`config.mk`:
```
export PLATFORM = sky130hd
export DESIGN_NAME = fb_arbiter_flat
export DESIGN_NICKNAME = d
export VERILOG_FILES = /design/src/rtl/fb_arbiter_if.sv /design/src/rtl/fb_arbiter.sv /design/src/flat_wrapper.sv
export SDC_FILE = /design/constraint.sdc
export NUM_CORES = 1
export LEC_CHECK = 0
export ABC_CLOCK_PERIOD_IN_PS = 4350
export CAP_MARGIN = 0
export CELL_PAD_IN_SITES_DETAIL_PLACEMENT = 1
export CELL_PAD_IN_SITES_GLOBAL_PLACEMENT = 1
export CORE_MARGIN = 4
export CORE_UTILIZATION = 47
export CTS_CLUSTER_SIZE = 12
export DETAILED_ROUTE_END_ITERATION = 10
export GPL_ROUTABILITY_DRIVEN = 0
export PLACE_DENSITY_LB_ADDON = 0.08
export SYNTH_ARGS = -nofsm -noshare
export SYNTH_HDL_FRONTEND = slang
export SYNTH_SLANG_ARGS = --single-unit
```
`constraint.sdc`:
```
create_clock -name clk -period 4.35 [get_ports clk]
set_clock_uncertainty 0.05 [all_clocks]
set_input_delay 0.6525 -clock clk [delete_from_list [all_inputs] [get_ports clk]]
set_output_delay 0.6525 -clock clk [all_outputs]
set_load 0.1 [all_outputs]
```
`src/rtl/fb_arbiter_if.sv`:
```
// Bundles the display, host-write, fill-control and memory-port signals of the frame-buffer arbiter.
// The arbiter uses the slave modport; whatever drives the requests and models the memory uses master.
interface fb_arbiter_if #(
  parameter int data_width = 12,
  parameter int addr_width = 19
);
  logic                  disp_req;
  logic [addr_width-1:0] disp_addr;
  logic                  disp_valid;
  logic [data_width-1:0] disp_data;

  logic                  host_wr_valid;
  logic                  host_wr_ready;
  logic [addr_width-1:0] host_wr_addr;
  logic [data_width-1:0] host_wr_data;

  logic                  clr_start;
  logic [data_width-1:0] clr_color;
  logic                  clr_busy;
  logic                  clr_done;
  logic                  wr_err;

  logic                  mem_en;
  logic                  mem_we;
  logic [addr_width-1:0] mem_addr;
  logic [data_width-1:0] mem_wdata;
  logic [data_width-1:0] mem_rdata;

  modport slave (
    input  disp_req, disp_addr, host_wr_valid, host_wr_addr, host_wr_data,
           clr_start, clr_color, mem_rdata,
    output disp_valid, disp_data, host_wr_ready, clr_busy, clr_done, wr_err,
           mem_en, mem_we, mem_addr, mem_wdata
  );

  modport master (
    output disp_req, disp_addr, host_wr_valid, host_wr_addr, host_wr_data,
           clr_start, clr_color, mem_rdata,
    input  disp_valid, disp_data, host_wr_ready, clr_busy, clr_done, wr_err,
           mem_en, mem_we, mem_addr, mem_wdata
  );
endinterface

```
`src/rtl/fb_arbiter.sv`:
```
// Single-port frame-buffer arbiter: display reads win, then the frame-fill engine, then buffered host writes.
// Host writes queue in a small FIFO; a fill first drains that FIFO so earlier host writes land before it.
module fb_arbiter #(
  parameter int data_width = 12,
  parameter int addr_width = 19,
  parameter int horiz      = 640,
  parameter int vert       = 480,
  parameter int fifo_depth = 4
) (
  input logic clk,
  input logic rst_n,
  fb_arbiter_if.slave bus
);

  localparam int PTR_W = $clog2(fifo_depth);
  localparam logic [addr_width-1:0] LAST_ADDR = addr_width'(horiz * vert - 1);

  typedef enum logic [1:0] {IDLE, DRAIN, FILL, DONE} state_e;

  state_e                state_q;
  logic [addr_width-1:0] fill_cnt_q;
  logic [data_width-1:0] color_q;

  logic [addr_width-1:0] fifo_addr_q [fifo_depth];
  logic [data_width-1:0] fifo_data_q [fifo_depth];
  logic [PTR_W-1:0]      wr_ptr_q;
  logic [PTR_W-1:0]      rd_ptr_q;
  logic [PTR_W:0]        count_q;

  logic disp_valid_q;
  logic wr_err_q;

  logic fifo_full;
  logic fifo_empty;
  logic push;
  logic pop;
  logic head_in_range;

  assign fifo_full     = (count_q == (PTR_W+1)'(fifo_depth));
  assign fifo_empty    = (count_q == '0);
  assign bus.host_wr_ready = rst_n && !fifo_full && (state_q == IDLE);
  assign push          = bus.host_wr_valid && bus.host_wr_ready;
  assign pop           = !bus.disp_req && !fifo_empty && (state_q == IDLE || state_q == DRAIN);
  assign head_in_range = (fifo_addr_q[rd_ptr_q] <= LAST_ADDR);

  // Display reads bypass everything and reach the memory port in the same cycle.
  always_comb begin
    // NOTE: every output gets a default first so no path through this block infers a latch.
    bus.mem_en    = 1'b0;
    bus.mem_we    = 1'b0;
    bus.mem_addr  = '0;
    bus.mem_wdata = '0;
    if (bus.disp_req) begin
      bus.mem_en   = 1'b1;
      bus.mem_addr = bus.disp_addr;
    end else if (state_q == FILL) begin
      bus.mem_en    = 1'b1;
      bus.mem_we    = 1'b1;
      bus.mem_addr  = fill_cnt_q;
      bus.mem_wdata = color_q;
    end else if (pop && head_in_range) begin
      bus.mem_en    = 1'b1;
      bus.mem_we    = 1'b1;
      bus.mem_addr  = fifo_addr_q[rd_ptr_q];
      bus.mem_wdata = fifo_data_q[rd_ptr_q];
    end
  end

  // NOTE: payload storage is not reset; the pointers and count alone decide which entries are live.
  always_ff @(posedge clk) begin
    if (push) begin
      fifo_addr_q[wr_ptr_q] <= bus.host_wr_addr;
      fifo_data_q[wr_ptr_q] <= bus.host_wr_data;
    end
  end

  always_ff @(posedge clk or negedge rst_n) begin
    if (!rst_n) begin
      wr_ptr_q <= '0;
      rd_ptr_q <= '0;
      count_q  <= '0;
    end else begin
      // NOTE: state updates use non-blocking assignments so every flop samples pre-edge values.
      if (push) wr_ptr_q <= wr_ptr_q + PTR_W'(1);
      if (pop)  rd_ptr_q <= rd_ptr_q + PTR_W'(1);
      case ({push, pop})
        2'b10:   count_q <= count_q + (PTR_W+1)'(1);
        2'b01:   count_q <= count_q - (PTR_W+1)'(1);
        default: count_q <= count_q;
      endcase
    end
  end

  always_ff @(posedge clk or negedge rst_n) begin
    if (!rst_n) begin
      state_q    <= IDLE;
      fill_cnt_q <= '0;
      color_q    <= '0;
    end else begin
      case (state_q)
        IDLE: if (bus.clr_start) begin
          color_q    <= bus.clr_color;
          fill_cnt_q <= '0;
          state_q    <= DRAIN;
        end
        DRAIN: if (fifo_empty) state_q <= FILL;
        FILL: if (!bus.disp_req) begin
          // The counter stops on the last pixel rather than wrapping.
          if (fill_cnt_q == LAST_ADDR) state_q <= DONE;
          else                         fill_cnt_q <= fill_cnt_q + addr_width'(1);
        end
        DONE:    state_q <= IDLE;
        default: state_q <= IDLE;
      endcase
    end
  end

  always_ff @(posedge clk or negedge rst_n) begin
    if (!rst_n) begin
      disp_valid_q <= 1'b0;
      wr_err_q     <= 1'b0;
    end else begin
      disp_valid_q <= bus.disp_req;
      wr_err_q     <= pop && !head_in_range;
    end
  end

  assign bus.disp_valid = disp_valid_q;
  assign bus.disp_data  = bus.mem_rdata;
  assign bus.wr_err     = wr_err_q;
  assign bus.clr_busy   = (state_q != IDLE);
  assign bus.clr_done   = (state_q == DONE);

endmodule

```
`src/flat_wrapper.sv`:
```
// flat-port wrapper written by rule: the top's interface ports become plain ports
module fb_arbiter_flat 
#(
  parameter int data_width = 12,
  parameter int addr_width = 19,
  parameter int horiz      = 640,
  parameter int vert       = 480,
  parameter int fifo_depth = 4
)
  (clk, rst_n, bus_disp_req, bus_disp_addr, bus_host_wr_valid, bus_host_wr_addr, bus_host_wr_data, bus_clr_start, bus_clr_color, bus_mem_rdata, bus_disp_valid, bus_disp_data, bus_host_wr_ready, bus_clr_busy, bus_clr_done, bus_wr_err, bus_mem_en, bus_mem_we, bus_mem_addr, bus_mem_wdata);
  fb_arbiter_if #(.data_width(data_width), .addr_width(addr_width)) bus_i ();
  input logic clk;
  input logic rst_n;
  input wire logic [$bits(bus_i.disp_req)-1:0] bus_disp_req;
  input wire logic [$bits(bus_i.disp_addr)-1:0] bus_disp_addr;
  input wire logic [$bits(bus_i.host_wr_valid)-1:0] bus_host_wr_valid;
  input wire logic [$bits(bus_i.host_wr_addr)-1:0] bus_host_wr_addr;
  input wire logic [$bits(bus_i.host_wr_data)-1:0] bus_host_wr_data;
  input wire logic [$bits(bus_i.clr_start)-1:0] bus_clr_start;
  input wire logic [$bits(bus_i.clr_color)-1:0] bus_clr_color;
  input wire logic [$bits(bus_i.mem_rdata)-1:0] bus_mem_rdata;
  output wire logic [$bits(bus_i.disp_valid)-1:0] bus_disp_valid;
  output wire logic [$bits(bus_i.disp_data)-1:0] bus_disp_data;
  output wire logic [$bits(bus_i.host_wr_ready)-1:0] bus_host_wr_ready;
  output wire logic [$bits(bus_i.clr_busy)-1:0] bus_clr_busy;
  output wire logic [$bits(bus_i.clr_done)-1:0] bus_clr_done;
  output wire logic [$bits(bus_i.wr_err)-1:0] bus_wr_err;
  output wire logic [$bits(bus_i.mem_en)-1:0] bus_mem_en;
  output wire logic [$bits(bus_i.mem_we)-1:0] bus_mem_we;
  output wire logic [$bits(bus_i.mem_addr)-1:0] bus_mem_addr;
  output wire logic [$bits(bus_i.mem_wdata)-1:0] bus_mem_wdata;
  assign bus_i.disp_req = bus_disp_req;
  assign bus_i.disp_addr = bus_disp_addr;
  assign bus_i.host_wr_valid = bus_host_wr_valid;
  assign bus_i.host_wr_addr = bus_host_wr_addr;
  assign bus_i.host_wr_data = bus_host_wr_data;
  assign bus_i.clr_start = bus_clr_start;
  assign bus_i.clr_color = bus_clr_color;
  assign bus_i.mem_rdata = bus_mem_rdata;
  assign bus_disp_valid = bus_i.disp_valid;
  assign bus_disp_data = bus_i.disp_data;
  assign bus_host_wr_ready = bus_i.host_wr_ready;
  assign bus_clr_busy = bus_i.clr_busy;
  assign bus_clr_done = bus_i.clr_done;
  assign bus_wr_err = bus_i.wr_err;
  assign bus_mem_en = bus_i.mem_en;
  assign bus_mem_we = bus_i.mem_we;
  assign bus_mem_addr = bus_i.mem_addr;
  assign bus_mem_wdata = bus_i.mem_wdata;
  fb_arbiter #(.data_width(data_width), .addr_width(addr_width), .horiz(horiz), .vert(vert), .fifo_depth(fifo_depth)) u_core (.clk(clk), .rst_n(rst_n), .bus(bus_i));
endmodule
```
# Word level (Yosys, flattened, before mapping)
# Memories as Yosys holds them, arrays and structs flattened.
# Index checks and enable logic that the tools add are counted.
[classes]
addsub = 5
n_mul = 0
n_div = 0
order_cmp = 1
eq_ne = 12
shifts = 0
muxes = 22
bitwise = 0
reduce_logical = 20
[op_table]
columns = ["operator", "count"]
rows = [
  ["2-to-1 mux 19 bit", 6],
  ["case mux 19 bit (2 select lines)", 1],
  ["2-to-1 mux 12 bit", 3],
  ["adder 19 x 1 -> 19 bit, second input constant", 1],
  ["== test 19 bit, second input constant", 1],
  ["<= comparator 19 bit, second input constant", 1],
  ["2-to-1 mux 2 bit", 4],
  ["inequality test 2 bit, second input constant", 4],
  ["case mux 2 bit (4 select lines)", 1],
  ["AND reduction 4 bit", 2],
  ["logical AND 1 bit", 7],
  ["== test 2 bit, second input constant", 3],
  ["2-to-1 mux 1 bit", 6],
  ["case mux 3 bit (2 select lines)", 1],
  ["nonzero test 2 bit", 3],
  ["adder 2 x 1 -> 2 bit, second input constant", 2],
  ["== test 2 x 1 -> 1 bit, second input constant", 2],
  ["zero test 1 bit", 4],
  ["adder 3 x 1 -> 3 bit, second input constant", 1],
  ["== test 3 bit, second input constant", 1],
  ["zero test 3 bit", 1],
  ["subtractor 3 x 1 -> 3 bit, second input constant", 1],
  ["zero test 2 bit", 1],
  ["inequality test 2 x 1 -> 1 bit, second input constant", 1],
  ["2 further kinds", 2],
]
[word_totals]
register_bits = 42
latchBits = 0
mem_bits_rw = 124
rom_bits = 0
in_bits = 79
output_inout_bits = 50
elab_cells = 70
n_memories = 2
[mem_list]
columns = ["memory", "words", "word_bits", "rd", "rd_clocked_by_memory_dff", "write_ports", "line_no", "rtl"]
rows = [
  ["u_core.fifo_addr_q", 4, 19, 1, 0, 1, "fb_arbiter.sv:24", "logic [addr_width-1:0] fifo_addr_q [fifo_depth];"],
  ["u_core.fifo_data_q", 4, 12, 1, 0, 1, "fb_arbiter.sv:25", "logic [data_width-1:0] fifo_data_q [fifo_depth];"],
]

# Longest topological paths before layout
# Gate-level depths: netlist (run 1).
[logic_depth]
ltp_word = 8
mapped_depth = 12
mapped_depth_nobuf = 12

# Worst setup path before layout (run 1)
# Ideal clock, no wire load.
[synth_path]
path_kind = "input port to output port"
start = "in bus_disp_req"
end = "out bus_mem_addr[17]"
t_arrival_ps = 3735
required_time_ps = 3648
slack_ps = -88
stages = 7
path_buffers = 2
path_cell_list = "buf_2 -> o21bai_1 -> or2_1 -> clkbuf_1 -> nor3_2 -> a22oi_1 -> o21ai_0"
[synth_via]
elab_chain_len = 7
[synth_lines]
columns = ["item", "line_no", "rtl"]
rows = [
  ["start, declared", "flat_wrapper.sv:14", "input wire logic [$bits(bus_i.disp_req)-1:0] bus_disp_req;"],
  ["zero test 1 bit", "fb_arbiter.sv:43", "assign pop = !bus.disp_req && !fifo_empty && (state_q == IDLE || state_q == DRAIN);"],
  ["logical AND 1 bit (2 in series)", "fb_arbiter.sv:43", ""],
  ["logical AND 1 bit", "fb_arbiter.sv:61", "end else if (pop && head_in_range) begin"],
  ["2-to-1 mux 19 bit", "fb_arbiter.sv:61", ""],
  ["2-to-1 mux 19 bit", "fb_arbiter.sv:56", "end else if (state_q == FILL) begin"],
  ["2-to-1 mux 19 bit *", "fb_arbiter.sv:53", "if (bus.disp_req) begin"],
  ["end, declared", "flat_wrapper.sv:30", "output wire logic [$bits(bus_i.mem_addr)-1:0] bus_mem_addr;"],
]
# Every way passes the cells marked *; elsewhere a longest branch is shown, timed or not.

# Worst setup path in the final report (run 1)
[layout_path]
start = "reg u_core.rd_ptr_q[0]"
end = "out bus_mem_wdata[0]"
[layout_via]
elab_chain_len = 6
elab_cells_between_ends = 7
classes_between = "1 x order compare; 3 x mux; 1 x reduce/logical; 2 x memory"
[layout_lines]
columns = ["item", "line_no", "rtl"]
rows = [
  ["start, declared", "fb_arbiter.sv:27", "logic [PTR_W-1:0] rd_ptr_q;"],
  ["start signal, assigned", "fb_arbiter.sv:85", "if (pop) rd_ptr_q <= rd_ptr_q + PTR_W'(1);"],
  ["memory (4 x 19 bit)", "n/a", ""],
  ["<= comparator 19 bit", "fb_arbiter.sv:44", "assign head_in_range = (fifo_addr_q[rd_ptr_q] <= LAST_ADDR);"],
  ["logical AND 1 bit", "fb_arbiter.sv:61", ""],
  ["2-to-1 mux 12 bit *", "fb_arbiter.sv:61", ""],
  ["2-to-1 mux 12 bit *", "fb_arbiter.sv:56", ""],
  ["2-to-1 mux 12 bit *", "fb_arbiter.sv:53", ""],
  ["end, declared", "flat_wrapper.sv:31", "output wire logic [$bits(bus_i.mem_wdata)-1:0] bus_mem_wdata;"],
]
# Marks and branches as above.

==> results of run 1 <==
kinds of logic after synthesis:
group,Yosys count
muxes,46
DFF,166
and+or+nand+nor,88
xor gates and xnor gates,18
buffers and inverters,64
AOI/OAI and AO/OA,79
adders and majority gates,12
synth_stat cells, drive strengths merged, types with 2 or more instances:
master	number
nor3	6
o221ai	3
clkbuf	12
xor2	9
and2	3
o32a	2
xnor2	9
or3	2
or4	2
mux2	13
nand2	17
or2	2
nand4	3
nor4	3
a31oi	2
ha	11
o211ai	2
nor2	20
o21ai	25
and3	9
mux4	31
dfrtp	42
edfxtp	124
nand3	9
a32o	12
inv	31
a21oi	8
nand4b	3
mux2i	2
buf	21
a22oi	18
nor2b	2
nand2b	3
worst max path at each step:
stage	to	depth (start not counted)
after global placement	bus_mem_addr[6]	8
after CTS	bus_mem_wdata[11]	6
final	bus_mem_wdata[0]	6
after detailed placement	bus_mem_addr[6]	8
after floorplan	bus_mem_addr[18]	7
after global routing	bus_mem_wdata[0]	6
area by class of cell:
cell class                 instances  share of cell area, %
timing repair buffer             118                   15.6
tap                              188                   2.50
multi-input combinational        243                   23.5
sequential                       166                   50.7
clock buffer                      17                   4.51
clock inverter                    14                   1.96
inverter                          31                   1.23
registers in the layout (all words and copies together), names as in the netlist:
register,count
u_core.fill_cnt_q,19
u_core.wr_ptr_q,2
u_core.rd_ptr_q,2
u_core.state_q,2
u_core.color_q,12
u_core.bus.wr_err,1
u_core.fifo_addr_q,76
u_core.fifo_data_q,48
u_core.count_q,3
u_core.bus.disp_valid,1
stage by stage:
| step | cell area (um2) | std cells |
|---|---|---|
| floorplan | 7300 | 473 |
| finish | 9420 | 777 |
| global placement | 8810 | 746 |
| CTS | 9420 | 777 |
| detailed placement | 8810 | 746 |
| global route | 9420 | 777 |
metal layers:
metal	vias up	GRT usage, %
met5	-	0
met4	0	7.10
met3	21	4.83
met2	145	36.8
met1	2337	28.6
li1	2028	-
report_power, final:
group / switching, mW / internal (mW)
clock: 0.642 / 0.915
combinational: 1.60 / 0.994
sequential: 0.170 / 1.88
==> key figures, run 1 <==
Setup path
  • CP top delay family: flip-flops
  • R2R setup slack: 1400 ps
  • Type of the worst setup path: reg -> out
  • Cells on worst reg2reg path: 8
  • Worst Path Max Fanout: 17
  • Crit-path cells: mux4_2 -> or2_1 -> a21oi_2 -> nand2b_2 -> a32o_1 -> buf_12
  • CP Buf/Inv Count: 1
  • CP Launch Type: flip-flop
  • Worst r2r src: u_core.state_q[0]
  • Critical Path RT: 3650 ps
  • RR Endpoint: u_core.fill_cnt_q[6]
  • CP max stage delay: 700 ps
  • Critical Path Start: u_core.rd_ptr_q[0]
  • Slowest CP cell: dfrtp_2
  • Worst Path Arrival: 3080 ps
  • Setup crit end kind: output port

Clock tree
  • CTS tree: yes
  • Post-CTS Setup Inserts: 0
  • Worst skew pair latency: 430 ps
  • Number of buffers created by CTS: 17
  • Root Driver: clkbuf_16
  • Clk buf depth: 2
  • CTS H-tree lvls: 4
  • Clock slew at reported path FFs: 70 ps
  • Post-CTS Hold Fix Bufs: 0
  • Cells resized by post-CTS repair: 0
  • Clk sinks: 166

Logic synthesis
  • Mux share of post-synthesis cell area: 11.8%
  • Mapped Nets: 564
  • Post-Synth Simple-Gate Area: 6.50%
  • Count of different cell masters after synthesis: 55
  • Top FF cell, synth: edfxtp_1
  • Synth Warn #: 0
  • Mapped Area: 7300 um2
  • Synth Area in Compound Gates: 7.68%
  • Largest family of logic cells by synthesized area: multiplexers
  • Synth area leader: edfxtp_1
  • Gate Count Post-Synth: 473
  • Synth top area share: 51.0%
  • XOR/XNOR share of the synthesized area: 2.16%
  • Synth top area cells: edfxtp_1 (51%), dfrtp_1 (14%), mux4_2 (9.6%), ha_1 (1.9%), a22oi_1 (1.9%)
  • Flops & latches, synth: 166
  • Adder-Cell Fraction of Synth Area: 2.16%
  • Post-synth EDFFs: 124
  • Async SR Flop Fraction: 25.3%
  • Synth Area per Inst: 15.4 um2
  • Sequential fraction of the synthesis area: 65.4%

STA
  • Final Worst Setup Slack: 566 ps
  • Fin Hold WS: 324 ps
  • TNS Setup: 0 ps
  • RSZ-0062 raised after global routing: no
  • Relative slew slack: 35.5%
  • Peak Freq: 264 MHz
  • Final max-slew violation count: 0
  • Post-layout minimum cycle time: 3780 ps
  • Final number of setup-violating endpoints: 0
  • Final period util: 87.0%
  • Worst-Margin Slew: 965 ps
  • Fin. Hold Viols: 0

Routing
  • Routed vias/inst: 5.83
  • Remaining design rule violation count: 0
  • Iteration-0 DRC count of the detailed router: 300
  • Detailed Routing Iterations Pass 1: 4
  • WL met1: 7560 um
  • Average wire per standard cell: 23.5 um
  • Met2 wire length: 9420 um
  • Met3 WL: 1000 um
  • Max Used Layer: met4
  • Post-Route WL: 18,300 um
  • Routed via count: 4,531
  • Final ANT Viol Nets: 0

Hold path
  • Min-Delay Path Class: in -> async

Run status
  • Status: finished, final reports clean

Layout
  • Finished Core Util: 62.0%
  • Commonest non-fill, non-tap cell in the layout: edfxtp_1
  • Final net count: 668
  • Multi-input gate area: 2220 um2
  • Antenna diodes: 0
  • Most frequent cells in the layout: edfxtp_1 (124), clkdlybuf4s50_1 (69), dfrtp_1 (41), buf_12 (33), mux4_2 (31)
  • Register area: 4780 um2
  • Layout area overhead: 29.1%
  • Filler cells: 1,375
  • Share of post-route cells with drive strength above 1: 22.6%

Power and ir drop
  • Total Power: 6.20 mW
  • Leak Pwr: 3.45 nW
  • Pwr Density: 658 nW/um2
  • Maximum vdd drop: 0.000383 V

Floorplanning
  • Core Region: 15,200 um2
  • Die width: 133 um
  • Row count: 45
  • Die area: 17,600 um2
  • Chip height: 133 um
  • Starting Density: 48.0%
  • I/O pins: 129

GRT
  • Total gr overflow: 0
  • First-pass GRT wire length: 29,300 um
  • Initial antenna violation count: 0
  • Largest net degree at the start of global routing: 43
  • Overall routing resource usage: 21.9%
  • Vias in the first global route: 5,031

Placed design
  • PortBufs: 104
  • Hpwl dp: 12,400 um
  • Pre-CTS setup slack: 909 ps

Run
  • Max-cap violations: 0
No activity file was read; power rests on OpenSTA's default activity.
==> inputs of run 2 (changes only) <==
--- a/config.mk
+++ b/config.mk
@@ -11,10 +11,11 @@
 export CELL_PAD_IN_SITES_GLOBAL_PLACEMENT = 1
 export CORE_MARGIN = 4
 export CORE_UTILIZATION = 47
-export CTS_CLUSTER_SIZE = 12
+export CTS_CLUSTER_SIZE = 30
 export DETAILED_ROUTE_END_ITERATION = 10
 export GPL_ROUTABILITY_DRIVEN = 0
 export PLACE_DENSITY_LB_ADDON = 0.08
+export REMOVE_ABC_BUFFERS = 1
 export SYNTH_ARGS = -nofsm -noshare
 export SYNTH_HDL_FRONTEND = slang
 export SYNTH_SLANG_ARGS = --single-unit
==> key figures, run 2 (synthesis results as in run 1) <==
Run status
  • Status: finished, final reports clean

Setup path
  • CP Buf/Inv Count: 2
  • CP max stage delay: 640 ps
  • Critical Path RT: 3650 ps
  • CP Launch Type: flip-flop
  • Worst Path Max Fanout: 13
  • Type of the worst setup path: reg -> out
  • Crit-path cells: buf_4 -> mux4_2 -> a21oi_2 -> nand2b_2 -> a32o_1 -> buf_12
  • Slowest CP cell: dfrtp_2
  • CP top delay family: flip-flops
  • Worst Path Arrival: 3160 ps
  • Setup crit end kind: output port

Power and ir drop
  • Net Sw Power: 2.41 mW
  • Sw Share: 38.1%
  • Internal Pwr Total: 3.92 mW
  • Combinational fraction of design power: 41.2%
  • Maximum vdd drop: 0.000384 V
  • Clk pwr share: 26.6%
  • Seq pwr share: 32.2%
  • Leak Pwr: 3.47 nW
  • Pwr Density: 667 nW/um2

Clock tree
  • Post-CTS Setup Inserts: 0
  • Clk sinks: 166
  • Post-CTS Hold Fix Bufs: 0
  • Cells resized by post-CTS repair: 0
  • CTS tree: yes
  • CTS H-tree lvls: 4
  • Number of buffers created by CTS: 17
  • Clk buf depth: 2
  • Root Driver: clkbuf_16
  • Worst skew pair latency: 420 ps
  • Clock slew at reported path FFs: 70 ps

Run
  • Max-cap violations: 0

Layout
  • Final instance area: 9470 um2
  • Final net count: 668
  • Most frequent cells in the layout: edfxtp_1 (124), clkdlybuf4s50_1 (69), dfrtp_1 (41), buf_12 (33), mux4_2 (31)
  • Largest Register: u_core.fifo_addr_q
  • Largest registers: u_core.fifo_addr_q: 76 flops, u_core.fifo_data_q: 48 flops, u_core.fill_cnt_q: 19 flops
  • Antenna diodes: 0
  • Largest register FFs: 76
  • Commonest non-fill, non-tap cell in the layout: edfxtp_1
  • Share of post-route cells with drive strength above 1: 22.4%
  • Layout area overhead: 29.8%

Floorplanning
  • Row count: 45
  • Starting Density: 48.0%
  • I/O pins: 129
  • Chip height: 133 um
  • Die width: 133 um
  • Die area: 17,600 um2
  • Core Region: 15,200 um2

Routing
  • Average wire per standard cell: 23.7 um
  • Post-Route WL: 18,400 um
  • Remaining design rule violation count: 0
  • Final ANT Viol Nets: 0
  • Routed vias/inst: 5.91
  • Routed via count: 4,597
  • Detailed Routing Iterations Pass 1: 4
  • Iteration-0 DRC count of the detailed router: 287

GRT
  • Vias in the first global route: 5,020
  • Initial antenna violation count: 0
  • First-pass GRT wire length: 29,300 um
  • Busiest layer in global routing: met2
  • Largest net degree at the start of global routing: 43
  • M2 GR Usage: 36.2%
  • Overall routing resource usage: 21.8%
  • Total gr overflow: 0
  • GR Util met3: 6.58%
  • Met1 Use GR: 28.2%

STA
  • Final period util: 88.8%
  • Relative slew slack: 35.1%
  • Fin. Hold Viols: 0
  • Final max-slew violation count: 0
  • RSZ-0062 raised after global routing: no
  • Post-layout minimum cycle time: 3860 ps
  • Final number of setup-violating endpoints: 0
  • Peak Freq: 259 MHz
  • Worst-Margin Slew: 970 ps
  • Fin Hold WS: 330 ps

Placed design
  • Cell Area, Placed: 8810 um2
  • PortBufs: 104
  • Hpwl dp: 12,200 um

Hold path
  • Min-Delay Path Class: in -> async
[run 2: changes by cell type in the layout (fill, tap and decap cells not counted)]
cell,delta
clkinv_4,-1
inv_6,-2
clkinv_1,+1
o21ai_0,+1
clkinvlp_4,-1
clkbuf_8,+1
clkbuf_1,+1
o21ai_1,-1
bufinv_16,+2
[run 2: path summary, 6_finish.rpt]
path / startpoint / cells after the start / end / slack [ps]
max in group asynchronous: rst_n / 2 / u_core.rd_ptr_q[0] / 3470
worst min register to register: u_core.count_q[2] / 1 / u_core.count_q[2] / 460
worst max-delay path: u_core.rd_ptr_q[0] / 6 / bus_mem_wdata[6] / 490
worst max register to register: u_core.state_q[0] / 8 / u_core.fill_cnt_q[6] / 1590
worst min-delay path: rst_n / 2 / u_core.fill_cnt_q[12] / 330
min in group clk: u_core.count_q[2] / 1 / u_core.count_q[2] / 460
[run 2: metal layers]
metal,wire [um],up-vias
met1,7430,2372
met5,0,-
met4,218,0
li1,-,2030
met2,9490,176
met3,1280,19
[run 2: final cells by class]
cell class	count	area (um2)
fillers	1385	5730
clock inverters	13	215
repair buffers	118	1470
clock buffers	19	443
flip-flops and latches	166	4780
well taps	188	235
inverters	31	116
multi-input cells	243	2220
[run 2: power groups by stage]
stage	logic, mW	registers (mW)	clock network [mW]
2_1_floorplan	1.64	2.10	0
3_3_place_gp	2.54	2.05	0
3_5_place_dp	2.61	2.07	0
4_1_cts	2.62	2.04	1.70
5_1_grt	2.75	2.06	1.79
6_report	2.60	2.03	1.68
[run 2: per-stage QoR]
stage | setup WS [ps] | utilization [%] | std cells | TNS [ps] | power (mW)
final | 488 | 62.3 | 778 | 0 | 6.32
after global routing | 270 | 62.3 | 778 | 0 | 6.59
after CTS | 403 | 62.3 | 778 | 0 | 6.37
after detailed placement | 884 | 58.0 | 746 | 0 | 4.67
after global placement | 953 | 58.0 | 746 | 0 | 4.60
after floorplan | -865 | - | 440 | -7380 | 3.74
==> inputs of run 3 (changes only) <==
--- a/config.mk
+++ b/config.mk
@@ -5,17 +5,19 @@
 export SDC_FILE = /design/constraint.sdc
 export NUM_CORES = 1
 export LEC_CHECK = 0
+export ABC_AREA = 1
 export ABC_CLOCK_PERIOD_IN_PS = 4350
 export CAP_MARGIN = 0
 export CELL_PAD_IN_SITES_DETAIL_PLACEMENT = 1
 export CELL_PAD_IN_SITES_GLOBAL_PLACEMENT = 1
 export CORE_MARGIN = 4
-export CORE_UTILIZATION = 47
+export CORE_UTILIZATION = 45
 export CTS_CLUSTER_SIZE = 30
 export DETAILED_ROUTE_END_ITERATION = 10
 export GPL_ROUTABILITY_DRIVEN = 0
-export PLACE_DENSITY_LB_ADDON = 0.08
+export PLACE_DENSITY = 0.9
 export REMOVE_ABC_BUFFERS = 1
+export SETUP_SLACK_MARGIN = 0.3
 export SYNTH_ARGS = -nofsm -noshare
 export SYNTH_HDL_FRONTEND = slang
 export SYNTH_SLANG_ARGS = --single-unit
==> key figures, run 3 <==
Logic synthesis
  • Synth Area in Compound Gates: 7.55%
  • Post-Synth Simple-Gate Area: 21.1%
  • Synth area leader: edfxtp_1
  • Adder-Cell Fraction of Synth Area: 1.97%
  • Synth Area per Inst: 10.0 um2
  • Largest family of logic cells by synthesized area: simple AND/OR/NAND/NOR gates
  • Mapped Area: 8020 um2
  • Gate Count Post-Synth: 802
  • Async SR Flop Fraction: 25.3%
  • Flops & latches, synth: 166
  • Synth Warn #: 0
  • Top FF cell, synth: edfxtp_1
  • Sequential fraction of the synthesis area: 59.5%
  • Post-synth top cells: nand2_1 (215), edfxtp_1 (124), nand3_1 (73)
  • Synth top area share: 46.4%
  • XOR/XNOR share of the synthesized area: 1.86%
  • Mux share of post-synthesis cell area: 1.68%
  • Post-synth EDFFs: 124
  • Synth top area cells: edfxtp_1 (46%), dfrtp_1 (13%), nand2_1 (10%), nand3_1 (4.6%), nor2_1 (3.2%)
  • Count of different cell masters after synthesis: 36
  • Count leader, synth: nand2_1

STA
  • Worst-Margin Slew: 979 ps
  • RSZ-0062 raised after global routing: no
  • Peak Freq: 262 MHz
  • Post-layout minimum cycle time: 3810 ps
  • Final number of setup-violating endpoints: 0
  • Final period util: 87.6%
  • Fin. Hold Viols: 0
  • TNS Setup: 0 ps
  • Final max-slew violation count: 0
  • Relative slew slack: 34.5%

Setup path
  • Worst Path Max Fanout: 64
  • Type of the worst setup path: reg -> out
  • Critical Path RT: 3650 ps
  • CP Launch Type: flip-flop
  • Worst r2r src: u_core.state_q[0]
  • Critical Path Start: u_core.rd_ptr_q[0]
  • Crit-path cells: clkbuf_8 -> nand2_1 -> nand3_1 -> nand2_1 -> nand2_1 -> nand2_1 -> nand2_2 -> nand3_2 -> nand2_4 -> nand3_1 -> nand2_1 -> buf_12
  • Worst path most repeated cell: nand2_1
  • Worst Path Arrival: 3110 ps
  • Setup crit end kind: output port
  • Slowest CP cell: clkbuf_8
  • CP max stage delay: 440 ps

Floorplanning
  • Die area: 20,000 um2
  • I/O pins: 129
  • Die width: 142 um
  • Chip height: 142 um
  • Core Region: 17,400 um2
  • Row count: 48
  • Starting Density: 46.2%

Power and ir drop
  • Leak Pwr: 3.84 nW
  • Maximum vdd drop: 0.000573 V
  • Total Power: 7.02 mW
  • Pwr Density: 701 nW/um2

Clock tree
  • Number of buffers created by CTS: 17
  • CTS tree: yes
  • Root Driver: clkbuf_16
  • Clock slew at reported path FFs: 70 ps
  • Clk buf depth: 2
  • Worst skew pair latency: 450 ps
  • Clk sinks: 166
  • Post-CTS Setup Inserts: 0
  • CTS H-tree lvls: 4

Layout
  • Most frequent cells in the layout: nand2_1 (215), edfxtp_1 (124), nand3_1 (73), clkdlybuf4s50_1 (69), nor2_1 (64)
  • Largest register FFs: 76
  • Final net count: 973
  • Commonest non-fill, non-tap cell in the layout: nand2_1
  • Largest registers: u_core.fifo_addr_q: 76 flops, u_core.fifo_data_q: 48 flops, u_core.fill_cnt_q: 19 flops
  • Filler cells: 1,851
  • Share of post-route cells with drive strength above 1: 14.2%
  • Layout area overhead: 24.9%
  • Largest Register: u_core.fifo_addr_q
  • Antenna diodes: 0
  • Finished Core Util: 57.7%

GRT
  • Vias in the first global route: 7,007
  • Largest net degree at the start of global routing: 65
  • Initial antenna violation count: 0
  • First-pass GRT wire length: 39,300 um
  • Total gr overflow: 0
  • Overall routing resource usage: 25.7%

Run status
  • Status: finished, final reports clean

Routing
  • Final ANT Viol Nets: 0
  • Met3 WL: 1560 um
  • Average wire per standard cell: 22.9 um
  • WL met1: 9760 um
  • Met2 wire length: 13,500 um
  • Routed via count: 6,452
  • Remaining design rule violation count: 0
  • Max Used Layer: met4
  • Routed vias/inst: 5.76
  • Post-Route WL: 25,600 um
  • Iteration-0 DRC count of the detailed router: 567
  • Detailed Routing Iterations Pass 1: 5

Hold path
  • Min-Delay Path Class: in -> async

Placed design
  • Hpwl dp: 15,000 um
  • PortBufs: 104

Run
  • Max-cap violations: 0
## run 3: final timing paths
path                                   endpoint  slack (ps)  cells past startpoint
max                            bus_mem_addr[16]         540                     12
min                           u_core.count_q[0]         270                      2
max reg2reg                u_core.fill_cnt_q[9]        1620                      8
min reg2reg                   u_core.count_q[2]         460                      1
max in group asynchronous    u_core.rd_ptr_q[0]        3530                      2
min in group clk              u_core.count_q[2]         460                      1
## run 3: cell families (layout without fill, tap and decap cells)
group,count (synthesis),count (layout)
and+or+nand+nor,396,396
xor gates and xnor gates,17,17
AOI/OAI and AO/OA,98,98
muxes,12,12
DFF,166,166
adders and majority gates,12,12
buffers and inverters,101,194
## run 3: area by class of cell
| class | instances | area (um2) | area share, % |
|---|---|---|---|
| inverters | 46 | 175 | 1.75 |
| flip-flops and latches | 166 | 4780 | 47.7 |
| clock buffers | 18 | 429 | 4.28 |
| multi-input cells | 535 | 2760 | 27.5 |
| repair buffers | 116 | 1460 | 14.6 |
| clock inverters | 14 | 138 | 1.37 |
| well taps | 225 | 282 | 2.81 |
## run 3: metrics by stage
stage | hold slack (ps) | setup WS [ps] | std cells | area, um2
floorplan | 307 | -434 | 747 | 7690
CTS | 293 | 321 | 1120 | 10000
global route | 305 | 369 | 1120 | 10000
global placement | 441 | 1000 | 1088 | 9440
finish | 271 | 539 | 1120 | 10000
detailed placement | 448 | 898 | 1088 | 9440
## run 3: timing repair
action,in CTS,in global routing
hold buffers,0,0
gates resized for setup,0,5
endpoints found under the setup margin,0,21
hold endpoints to repair,0,0
## run 3: where the power goes
| part | leakage (nW) | internal, mW | total (mW) | switching, mW |
|---|---|---|---|---|
| registers | 1.65 | 1.90 | 2.01 | 0.112 |
| clock network | 0.278 | 0.803 | 1.50 | 0.696 |
| logic | 1.90 | 1.02 | 3.51 | 2.49 |
## run 3: worst max-delay path, delay by kind of cell, from the launching register on
family | cells | cell delay, ps
and+or+nand+nor | 10 | 1580
buffers and inverters | 2 | 630
DFF | 1 | 420
## run 3: layer usage
metal | vias up | global-route usage, %
li1 | 2874 | -
met1 | 3229 | 31.0
met2 | 278 | 44.5
met3 | 71 | 6.54
met4 | 0 | 9.19
met5 | - | 0
